**src/rtl/mem_resp_stage.sv**
```systemverilog
// ---------------------------------------------------------------------------
// mem_resp_stage
//   MEM pipeline stage of an in-order core. Holds the instruction coming from
//   EX, waits for the data-SRAM read response of an issued load, aligns and
//   extends the loaded data, and hands the result to WB. A response that
//   arrives while WB is stalled is parked in a one-entry buffer. Responses
//   belonging to loads squashed by a flush are counted and discarded when
//   they eventually arrive.
//
// Parameters
//   CNT_W            width of the cancelled-response counter (saturates at
//                    2^CNT_W-1)
//
// Ports
//   clk, resetn      clock (rising edge), asynchronous active-low reset
//   ex_to_mem_valid  EX holds a valid instruction for MEM
//   mem_allowin      MEM accepts an EX instruction this cycle
//   ex_rf_we/waddr   destination register write enable / index
//   ex_pc            instruction PC
//   ex_result        ALU result, or the load address for loads
//   ex_ld_op         one-hot {ld_b, ld_bu, ld_h, ld_hu, ld_w}; zero = no load
//   ex_req_sent      the load request was accepted by the data SRAM
//   data_sram_*      read response strobe and data
//   flush            exception/ertn flush from WB, squashes MEM
//   wb_allowin       WB accepts this cycle
//   mem_to_wb_valid  MEM presents a completed instruction to WB
//   mem_rf_*, mem_pc payload to WB
//   mem_rf_zip       forwarding bus {we & valid, fwd_ready, waddr, wdata}
//
// Build option
//   MEM_RESP_FWD_EN  when defined, a load is marked forwardable in the cycle
//                    its data is available; otherwise loads never forward.
// ---------------------------------------------------------------------------
module mem_resp_stage #(
  parameter int unsigned CNT_W = 2
) (
  input  logic        clk,
  input  logic        resetn,
  input  logic        ex_to_mem_valid,
  output logic        mem_allowin,
  input  logic        ex_rf_we,
  input  logic [4:0]  ex_rf_waddr,
  input  logic [31:0] ex_pc,
  input  logic [31:0] ex_result,
  input  logic [4:0]  ex_ld_op,
  input  logic        ex_req_sent,
  input  logic        data_sram_data_ok,
  input  logic [31:0] data_sram_rdata,
  input  logic        flush,
  input  logic        wb_allowin,
  output logic        mem_to_wb_valid,
  output logic        mem_rf_we,
  output logic [4:0]  mem_rf_waddr,
  output logic [31:0] mem_rf_wdata,
  output logic [31:0] mem_pc,
  output logic [38:0] mem_rf_zip
);

  localparam int unsigned XLEN   = 32;
  localparam int unsigned RA_W   = 5;
  localparam int unsigned LDOP_W = 5;

  // Bit positions inside the one-hot load opcode
  localparam int unsigned LD_W_BIT  = 0;
  localparam int unsigned LD_HU_BIT = 1;
  localparam int unsigned LD_H_BIT  = 2;
  localparam int unsigned LD_BU_BIT = 3;
  localparam int unsigned LD_B_BIT  = 4;

  localparam logic [CNT_W-1:0] CNT_ZERO = '0;
  localparam logic [CNT_W-1:0] CNT_MAX  = '1;

  typedef struct packed {
    logic              rf_we;
    logic [RA_W-1:0]   rf_waddr;
    logic [XLEN-1:0]   pc;
    logic [XLEN-1:0]   result;
    logic [LDOP_W-1:0] ld_op;
    logic              req_sent;
  } mem_payload_t;

  mem_payload_t      pl_q;
  logic              mem_valid_q, mem_valid_d;
  logic              buf_valid_q, buf_valid_d;
  logic [XLEN-1:0]   buf_data_q;
  logic [CNT_W-1:0]  cnt_q, cnt_d;

  logic              is_load;
  logic              pending;
  logic              resp_own;
  logic              mem_ready_go;
  logic              to_wb_fire;
  logic              buf_capture;
  logic              cnt_inc;
  logic              cnt_dec;
  logic              fwd_ready;

  logic [XLEN-1:0]   ld_word;
  logic [7:0]        ld_byte;
  logic [15:0]       ld_half;
  logic [XLEN-1:0]   ld_aligned;

  // Handshake and response bookkeeping
  assign is_load         = |pl_q.ld_op;
  assign pending         = mem_valid_q & is_load & pl_q.req_sent & ~buf_valid_q;
  // A response belongs to the current load only when no squashed load is
  // still waiting for its own response.
  assign resp_own        = data_sram_data_ok & (cnt_q == CNT_ZERO);
  assign mem_ready_go    = ~pending | resp_own;
  assign mem_allowin     = ~mem_valid_q | (mem_ready_go & wb_allowin);
  assign mem_to_wb_valid = mem_valid_q & mem_ready_go & ~flush;
  assign to_wb_fire      = mem_to_wb_valid & wb_allowin;
  assign buf_capture     = pending & resp_own & ~wb_allowin;
  // A flushed load still owes a response unless it arrives this very cycle.
  assign cnt_inc         = flush & pending & ~resp_own;
  assign cnt_dec         = data_sram_data_ok & (cnt_q != CNT_ZERO);

  // Payload capture; not reset, qualified everywhere by mem_valid
  always_ff @(posedge clk) begin
    if (ex_to_mem_valid && mem_allowin) begin
      pl_q.rf_we    <= ex_rf_we;
      pl_q.rf_waddr <= ex_rf_waddr;
      pl_q.pc       <= ex_pc;
      pl_q.result   <= ex_result;
      pl_q.ld_op    <= ex_ld_op;
      pl_q.req_sent <= ex_req_sent;
    end
  end

  // Response buffer data
  always_ff @(posedge clk) begin
    if (buf_capture) begin
      buf_data_q <= data_sram_rdata;
    end
  end

  // Control state register
  always_ff @(posedge clk or negedge resetn) begin
    if (!resetn) begin
      mem_valid_q <= 1'b0;
      buf_valid_q <= 1'b0;
      cnt_q       <= CNT_ZERO;
    end else begin
      mem_valid_q <= mem_valid_d;
      buf_valid_q <= buf_valid_d;
      cnt_q       <= cnt_d;
    end
  end

  // Next-state for valid, buffer flag and cancel counter
  always_comb begin
    mem_valid_d = mem_valid_q;
    buf_valid_d = buf_valid_q;
    cnt_d       = cnt_q;

    if (flush) begin
      mem_valid_d = 1'b0;
      buf_valid_d = 1'b0;
    end else begin
      if (mem_allowin) begin
        mem_valid_d = ex_to_mem_valid;
      end
      if (buf_capture) begin
        buf_valid_d = 1'b1;
      end else if (to_wb_fire) begin
        buf_valid_d = 1'b0;
      end
    end

    unique case ({cnt_inc, cnt_dec})
      2'b10: begin
        // Saturate: further squashed responses are no longer tracked
        if (cnt_q != CNT_MAX) begin
          cnt_d = cnt_q + CNT_W'(1);
        end
      end
      2'b01:   cnt_d = cnt_q - CNT_W'(1);
      default: cnt_d = cnt_q;
    endcase
  end

  // Load data alignment and extension
  assign ld_word = buf_valid_q ? buf_data_q : data_sram_rdata;
  assign ld_byte = ld_word[{pl_q.result[1:0], 3'b000} +: 8];
  assign ld_half = ld_word[{pl_q.result[1], 4'b0000} +: 16];

  always_comb begin
    ld_aligned = ld_word;
    if (pl_q.ld_op[LD_B_BIT]) begin
      ld_aligned = {{24{ld_byte[7]}}, ld_byte};
    end else if (pl_q.ld_op[LD_BU_BIT]) begin
      ld_aligned = {24'h000000, ld_byte};
    end else if (pl_q.ld_op[LD_H_BIT]) begin
      ld_aligned = {{16{ld_half[15]}}, ld_half};
    end else if (pl_q.ld_op[LD_HU_BIT]) begin
      ld_aligned = {16'h0000, ld_half};
    end else if (pl_q.ld_op[LD_W_BIT]) begin
      ld_aligned = ld_word;
    end
  end

`ifdef MEM_RESP_FWD_EN
  assign fwd_ready = mem_ready_go;
`else
  assign fwd_ready = ~is_load;
`endif

  // Output payload; a load whose request was never issued writes nothing
  assign mem_rf_we    = pl_q.rf_we & ~(is_load & ~pl_q.req_sent);
  assign mem_rf_waddr = pl_q.rf_waddr;
  assign mem_pc       = pl_q.pc;
  assign mem_rf_wdata = is_load ? ld_aligned : pl_q.result;
  assign mem_rf_zip   = {mem_rf_we & mem_valid_q, fwd_ready, mem_rf_waddr, mem_rf_wdata};

endmodule

```
**config.mk**
```make
export PLATFORM = sky130hd
export DESIGN_NAME = mem_resp_stage
export DESIGN_NICKNAME = d
export VERILOG_FILES = /design/src/rtl/mem_resp_stage.sv
export SDC_FILE = /design/constraint.sdc
export NUM_CORES = 1
export LEC_CHECK = 0
export CAP_MARGIN = 15
export CORE_MARGIN = 2
export CORE_UTILIZATION = 40
export DETAILED_ROUTE_END_ITERATION = 12
export PLACE_DENSITY = 0.74
export SLEW_MARGIN = 20
export SYNTH_ARGS = -nofsm -noshare
export SYNTH_HDL_FRONTEND = slang
export SYNTH_SLANG_ARGS = --single-unit
```
**constraint.sdc**
```tcl
create_clock -name clk -period 7.45 [get_ports clk]
set_clock_uncertainty 0.2 [all_clocks]
set_input_delay 1.1175 -clock clk [delete_from_list [all_inputs] [get_ports clk]]
set_output_delay 1.1175 -clock clk [all_outputs]
set_load 0.02 [all_outputs]
```
### Word-level counts from Yosys, hierarchy flattened

Cells that the tools add are included.

| storage, ports and cells | value |
|---|---|
| flip-flop bits (word level) | 112 |
| input port bits | 114 |
| word-level logic and storage cells | 66 |

| cells by class | value |
|---|---|
| mux-type cells | 13 |
| bitwise logic cells | 27 |
| add/subtract/negate cells | 2 |
| shifts and indexed selects | 2 |
| equal/unequal tests | 4 |
| reduce and logical (&&, ||, !) cells | 8 |

Operators with widths:

| cell | number |
|---|---|
| two-way mux 32 bit | 6 |
| indexed part select 32 x 6 -> 16 bit | 1 |
| indexed part select 32 x 6 -> 8 bit | 1 |
| bitwise AND 1 bit | 16 |
| NOT 1 bit | 9 |
| nonzero test 2 bit | 3 |
| two-way mux 1 bit | 5 |
| OR reduction 5 bit | 1 |
| != test 2 bit (second input constant) | 2 |
| one-hot mux 2 bit (2 select lines) | 1 |
| nonzero test 3 bit | 1 |
| adder 2 x 1 -> 2 bit (second input constant) | 1 |
| equality test 2 x 1 -> 1 bit (second input constant) | 1 |
| equality test 2 bit (second input constant) | 1 |
| logical NOT 2 bit | 1 |
| two-way mux 2 bit | 1 |
| bitwise OR 1 bit | 2 |
| AND reduction 2 bit | 1 |
| subtractor 2 x 1 -> 2 bit (second input constant) | 1 |
| logical AND 1 bit | 1 |

### Longest topological paths before layout

Gate-level depths: netlist (run 1).

| logic depth | value |
|---|---|
| word-level depth | 12 |
| mapped depth | 8 |
| gate-level depth less buffers | 5 |

### Least setup slack after synthesis (run 1)

Ideal clock, no wire load.

| timing | value |
|---|---|
| path type | input port to flip-flop |
| start | input port data_sram_data_ok |
| end | register pl_q, in the netlist mem_pc[0], enable pin |
| required time | 6.808 ns |
| stages on the path | 4 |
| slack | 3.051 ns |
| arrival time | 3.757 ns |
| setup time | 0.442 ns |
| cells stage by stage | nor3b_1 > a2111oi_2 > o21ai_1 > and2_1 |

| on the way | value |
|---|---|
| cells in the longest elaborated chain, start to end | 5 |

Ends and longest elaborated chain:

| item | RTL line | source |
|---|---|---|
| start: declaration | 47 | `input logic data_sram_data_ok,` |
| bitwise AND 1 bit | 108 | `assign resp_own = data_sram_data_ok & (cnt_q == CNT_ZERO);` |
| bitwise OR 1 bit | 109 | `assign mem_ready_go = ~pending \| resp_own;` |
| bitwise AND 1 bit | 110 | `assign mem_allowin = ~mem_valid_q \| (mem_ready_go & wb_allowin);` |
| bitwise OR 1 bit | 110 |  |
| net mem_allowin | 40 | `output logic mem_allowin,` |
| logical AND 1 bit | 120 | `if (ex_to_mem_valid && mem_allowin) begin` |
| end: declaration | 82 | `mem_payload_t pl_q;` |

The timed path passes the listed nets, and every way through them passes these cells.
A chain may end at the register's enable or synchronous reset.

### Worst setup path after layout (run 1)

| timing | value |
|---|---|
| start | input port data_sram_rdata[23] |
| end | output port mem_rf_zip[8] |

| on the way | value |
|---|---|
| cells in the longest elaborated chain, start to end | 4 |

Ends and longest elaborated chain:

| item | RTL line | source |
|---|---|---|
| start: declaration | 48 | `input logic [31:0] data_sram_rdata,` |
| two-way mux 32 bit | 183 | `assign ld_word = buf_valid_q ? buf_data_q : data_sram_rdata;` |
| indexed part select 32 x 6 -> 8 bit | 184 | `assign ld_byte = ld_word[{pl_q.result[1:0], 3'b000} +: 8];` |
| two-way mux 32 bit | 189 | `if (pl_q.ld_op[LD_B_BIT]) begin` |
| two-way mux 32 bit | 212 | `assign mem_rf_wdata = is_load ? ld_aligned : pl_q.result;` |
| end: declaration | 56 | `output logic [38:0] mem_rf_zip` |

No other way between the ends.

==> run metrics, run 1 <==
final core occ=56.1%; Worst Tran Pin Value=994 ps; Synth Area in XOR/XNOR=0%; setup repair bufs after CTS=0; Die Ht=123 microns; Mapped Avg Cell Area=13.0 sq um; Die Area=15000 sq um; maximum clock rate=196 MHz; most common cell after layout, fill and taps aside=clkdlybuf4s50_1; YS warnings=0; Via density=5.04; Initial Util=40.8%; Post-synth EDFFs=108; CTS sink cnt=112; Hold Buf Count CTS=0; Reg clk slew, reported paths=70 ps; Hold Vio Cnt, Final=0; Die X-Extent=123 microns; Hold Path Class=reg -> reg; RSZ-0062 raised after global routing=false; Core Region=13800 sq um; CTS tree=built; initial antenna violation count=0; CTS Root Cell=clkbuf_16; DRC=0; Max-slew headroom=33.7%; Routed Antenna Nets=0; Nets=688; Final min period=5110 ps; post-CTS sizing=0; HPWL Detailed=10.9 mm; synthesized instance count=432; area leader, netlist=edfxtp_1; maximum fanout along the worst path=24; commonest cells after routing, fill and taps aside=clkdlybuf4s50_1, edfxtp_1, mux2i_1, a21oi_1, nor2_1; later-pin clock latency in the skew report=350 ps; Pleak=0.00272 uW; vias in the first global route=3969; Peak supply drop=0.000146 V; fraction of registers with async set/reset=3.57%; # IOs=225; # rows=43; WP data required=6130 ps; Critical Path Start Type=input port; Layout fillers=1164; Yosys reg bits=112; DR WL/cell=19.3 microns; IO Port Bufs=224; GRT Overall Usage=19.6%; Compound-Gate Fraction of Synth Area=7.75%; TritonCTS buffer count=9; final wirelength=14.6 mm; Setup violations, final=0; CP Class=in -> out; unique cell type count in the Yosys netlist=37; largest net degree at the start of global routing=77; Setup TNS=0 ps; first-pass GRT wire length=21.9 mm; 1st-iter DRT viols=207; via count=3825; synthesized cell area=5620 sq um; RD Place Congestion=0.827; share of layout cells above drive strength 1=6.56%; critical path data arrival time=3790 ps; WHS Path Cells=1; Synth area leaders=edfxtp_1, mux2i_1, buf_4, a21oi_1, mux4_2; n_diodes=0; sequential-to-total area share from yosys stat=59.5%; crit share post-route=68.6%; gr ovfl total=0; area of the multi-input gates=1570 sq um; H-tree levels=3; CP Capture Type=output pin; status=complete, no violations; Max Cap Viol=0; Final Slew Violations=0; R2R cell count=4; synthesized net count=546; register area=3340 sq um; Top FF cell, synth=edfxtp_1; adder-cell share of the synthesized area=0%; synth-to-layout area growth=37.6%; simple-gate portion of the synthesized area=5.26%; post-synthesis mux area share=14.6%; pwr dens=205 nW/um^2; DR pass1 iterations=4; largest family of logic cells by synthesized area=multiplexers; Synth top area share=57.7%; Longest Clk Path Bufs=2
-- report_power, final --
| group | internal [uW] | switching [uW] |
|---|---|---|
| clock | 238 | 241 |
| sequential | 726 | 16.9 |
| combinational | 183 | 179 |
-- cell usage after synthesis, drive strengths merged, types with 2 or more instances --
master	n
nand2	3
nor3	2
mux2i	63
dfrtp	4
o22ai	8
clkbuf	6
nor2	47
edfxtp	108
and2	2
buf	92
o31ai	2
inv	5
o21ai	4
or2	2
nor3b	3
nor2b	3
a311oi	2
a21oi	57
mux4	8
-- metrics by stage --
stage | setup slack [ps] | total power, uW | hold WS (ps) | instance area, sq um | std cells
2_1_floorplan | 3050 | 962 | 297 | 5620 | 432
3_3_place_gp | 2410 | 1120 | 333 | 7440 | 743
3_5_place_dp | 2350 | 1120 | 357 | 7440 | 743
4_1_cts | 2330 | 1590 | 371 | 7730 | 759
5_1_grt | 2200 | 1640 | 409 | 7730 | 759
6_report | 2340 | 1580 | 378 | 7730 | 759
-- cell families after synthesis --
logic type / after synthesis
and+or+nand+nor: 67
AOI/OAI and AO/OA: 77
muxes: 72
DFF: 112
buffers and inverters: 104
-- cell type report --
| type | count | share of cell area, % |
|---|---|---|
| Timing Repair Buffer | 229 | 29.5 |
| Clock buffer | 9 | 2.91 |
| Sequential cell | 112 | 43.3 |
| Tap cell | 180 | 2.91 |
| Inverter | 6 | 0.291 |
| Multi-Input combinational cell | 216 | 20.3 |
| Clock inverter | 7 | 0.842 |
-- flip-flops by register name, summed over array words and instances, names as in the netlist --
signal and cells:
buf_data_q 32, buf_valid_q 1, cnt_q 2, mem_pc 32, mem_rf_waddr 5, mem_valid_q 1, pl_q 39
-- routing by layer --
metal | share of wire, % | wire [microns] | vias to the layer above | GRT usage [%]
met4 | 2.6 | 377 | 0 | 8.55
met3 | 7.9 | 1150 | 26 | 6.18
met2 | 50 | 7250 | 162 | 32.0
met5 | 0 | 0 | - | 0
li1 | - | - | 1792 | -
met1 | 40 | 5840 | 1845 | 23.9
-- path summary, 6_finish.rpt --
check / start / to / slack [ps]
worst max-delay path: data_sram_rdata[23] / mem_rf_zip[8] / 2340
worst min-delay path: buf_valid_q$_DFFE_PN0P_ / buf_valid_q$_DFFE_PN0P_ / 380
worst max register to register: pl_q[5]$_DFFE_PP_ / pl_q[36]$_DFFE_PP_ / 4560
worst min register to register: buf_valid_q$_DFFE_PN0P_ / buf_valid_q$_DFFE_PN0P_ / 380
max in group asynchronous: resetn / buf_valid_q$_DFFE_PN0P_ / 6100
min in group asynchronous: resetn / mem_valid_q$_DFFE_PN0P_ / 770
-- worst max-delay path, cell delays in order --
cell             delay (ps)
clkdlybuf4s50_1         450
mux2i_1                 250
nor3b_1                 150
o31ai_4                 900
a21oi_1                 290
clkdlybuf4s50_1         630
No activity file was read; power rests on OpenSTA's default activity.
==> run 2, diff against run 1 <==
PLACE_DENSITY = 0.77   (was 0.74)
clock period = 4.2 ns   (was 7.45 ns; I/O delays follow)
==> run 2 against run 1 <==
  * Global-route usage about the same
  * Power grew 77%
  * Register-to-register slack got worse by 3300 ps
  * Cell count is 1.6% higher
  * Largest cell class unchanged
==> run metrics, run 2 (same netlist as run 1, synthesis figures left out) <==
Biggest register=pl_q; DRC=0; crit-path cells=buf_4 -> buf_6 -> mux2i_1 -> mux2i_1 -> a21oi_1 -> a21oi_1 -> clkdlybuf4s50_1; design area=7880 sq um; maximum clock rate=254 MHz; Peak supply drop=0.000253 V; crit share post-route=93.7%; # IOs=225; synth-to-layout area growth=40.2%; Core Region=13800 sq um; Hold Vio Cnt, Final=0; DR pass1 iterations=4; CTS Root Cell=clkbuf_16; via count=3933; status=complete, no violations; Worst Tran Pin Value=743 ps; Die Area=15000 sq um; Critical Path Start Type=flip-flop; Max Cap Viol=0; CP Class=reg -> out; M1 WL=5.69 mm; initial antenna violation count=0; commonest cells after routing, fill and taps aside=clkdlybuf4s50_1, edfxtp_1, mux2i_1, a21oi_1, nor2_1; WP data required=3370 ps; HPWL Detailed=11.3 mm; max reg flops=39; Final min period=3940 ps; Via density=5.10; DR WL/cell=19.7 microns; GRT Overall Usage=19.6%; RSZ-0062 raised after global routing=false; most common cell after layout, fill and taps aside=clkdlybuf4s50_1; vias in the first global route=4073; n_diodes=0; IO Port Bufs=224; CTS tree=built; WP buf/inv=3; top cell family by delay on the critical path=buffers and inverters; share of layout cells above drive strength 1=8.97%; largest net degree at the start of global routing=43; dpl cell area=7520 sq um; Initial Util=40.8%; met3 wire length=1.40 mm; later-pin clock latency in the skew report=340 ps; Die X-Extent=123 microns; first-pass GRT wire length=21.9 mm; # rows=43; Critical Path Max Stage Delay=580 ps; Final Slew Violations=0; Nets=700; RD Place Congestion=0.814; CTS sink cnt=112; gr ovfl total=0; pwr dens=356 nW/um^2; H-tree levels=3; Routed met2 length=7.78 mm; Reg clk slew, reported paths=70 ps; Setup violations, final=0; Hold Path Class=in -> async; maximum fanout along the worst path=26; final wirelength=15.2 mm; 1st-iter DRT viols=236; Pleak=0.00278 uW; Setup TNS=0 ps; CP Capture Type=output pin; slowest cell on the critical path=clkdlybuf4s50_1; TritonCTS buffer count=9; Die Ht=123 microns; critical path data arrival time=3110 ps; Max-slew headroom=50.5%; top layer in use=met4; Routed Antenna Nets=0; Longest Clk Path Bufs=2
==> run 2: metal layers <==
| metal | global-route usage, % | vias up |
|---|---|---|
| met5 | 0 | - |
| met4 | 8.05 | 0 |
| met3 | 7.25 | 21 |
| met2 | 33.0 | 187 |
| met1 | 22.5 | 1902 |
| li1 | - | 1823 |
==> run 2: layout make-up <==
class                   instances  area (sq um)
well taps                     180           225
inverters                       6          22.5
repair buffers                240          2390
clock inverters                 7          61.3
flip-flops and latches        112          3340
clock buffers                   9           225
multi-input cells             217          1610
fillers                      1137          5900
==> run 2: timing repair <==
action                     CTS  global route
setup buffers                0             3
resized for setup            0             6
hold buffers                 0             0
setup endpoints to repair    0            49
==> run 2: final timing paths <==
path	start	endpoint	slack (ps)	depth (start not counted)
worst max register to register	pl_q[5]$_DFFE_PP_	mem_rf_waddr[1]$_DFFE_PP_	1290	5
worst max-delay path	buf_valid_q$_DFFE_PN0P_	mem_rf_wdata[14]	260	7
worst min-delay path	resetn	mem_valid_q$_DFFE_PN0P_	290	1
worst min register to register	mem_valid_q$_DFFE_PN0P_	buf_valid_q$_DFFE_PN0P_	370	1
max in group asynchronous	resetn	buf_valid_q$_DFFE_PN0P_	3320	1
min in group clk	mem_valid_q$_DFFE_PN0P_	buf_valid_q$_DFFE_PN0P_	370	1
==> run 2: where the power goes <==
| group | switching [uW] | leakage (uW) | internal [uW] | total, uW |
|---|---|---|---|---|
| logic | 331 | 0.00157 | 335 | 666 |
| clock network | 414 | 0.000141 | 415 | 828 |
| registers | 22.9 | 0.00107 | 1290 | 1310 |
| total | 767 | 0.00278 | 2040 | 2800 |
==> run 2: per-stage QoR <==
step	hold slack (ps)	setup WS [ps]	instances	total power [uW]	utilization (%)
detailed placement	358	239	751	1990	54.6
global route	289	108	771	2910	57.2
CTS	280	55.7	767	2820	56.7
global placement	337	256	751	1980	54.6
floorplan	134	289	432	1710	-
finish	286	264	771	2800	57.2
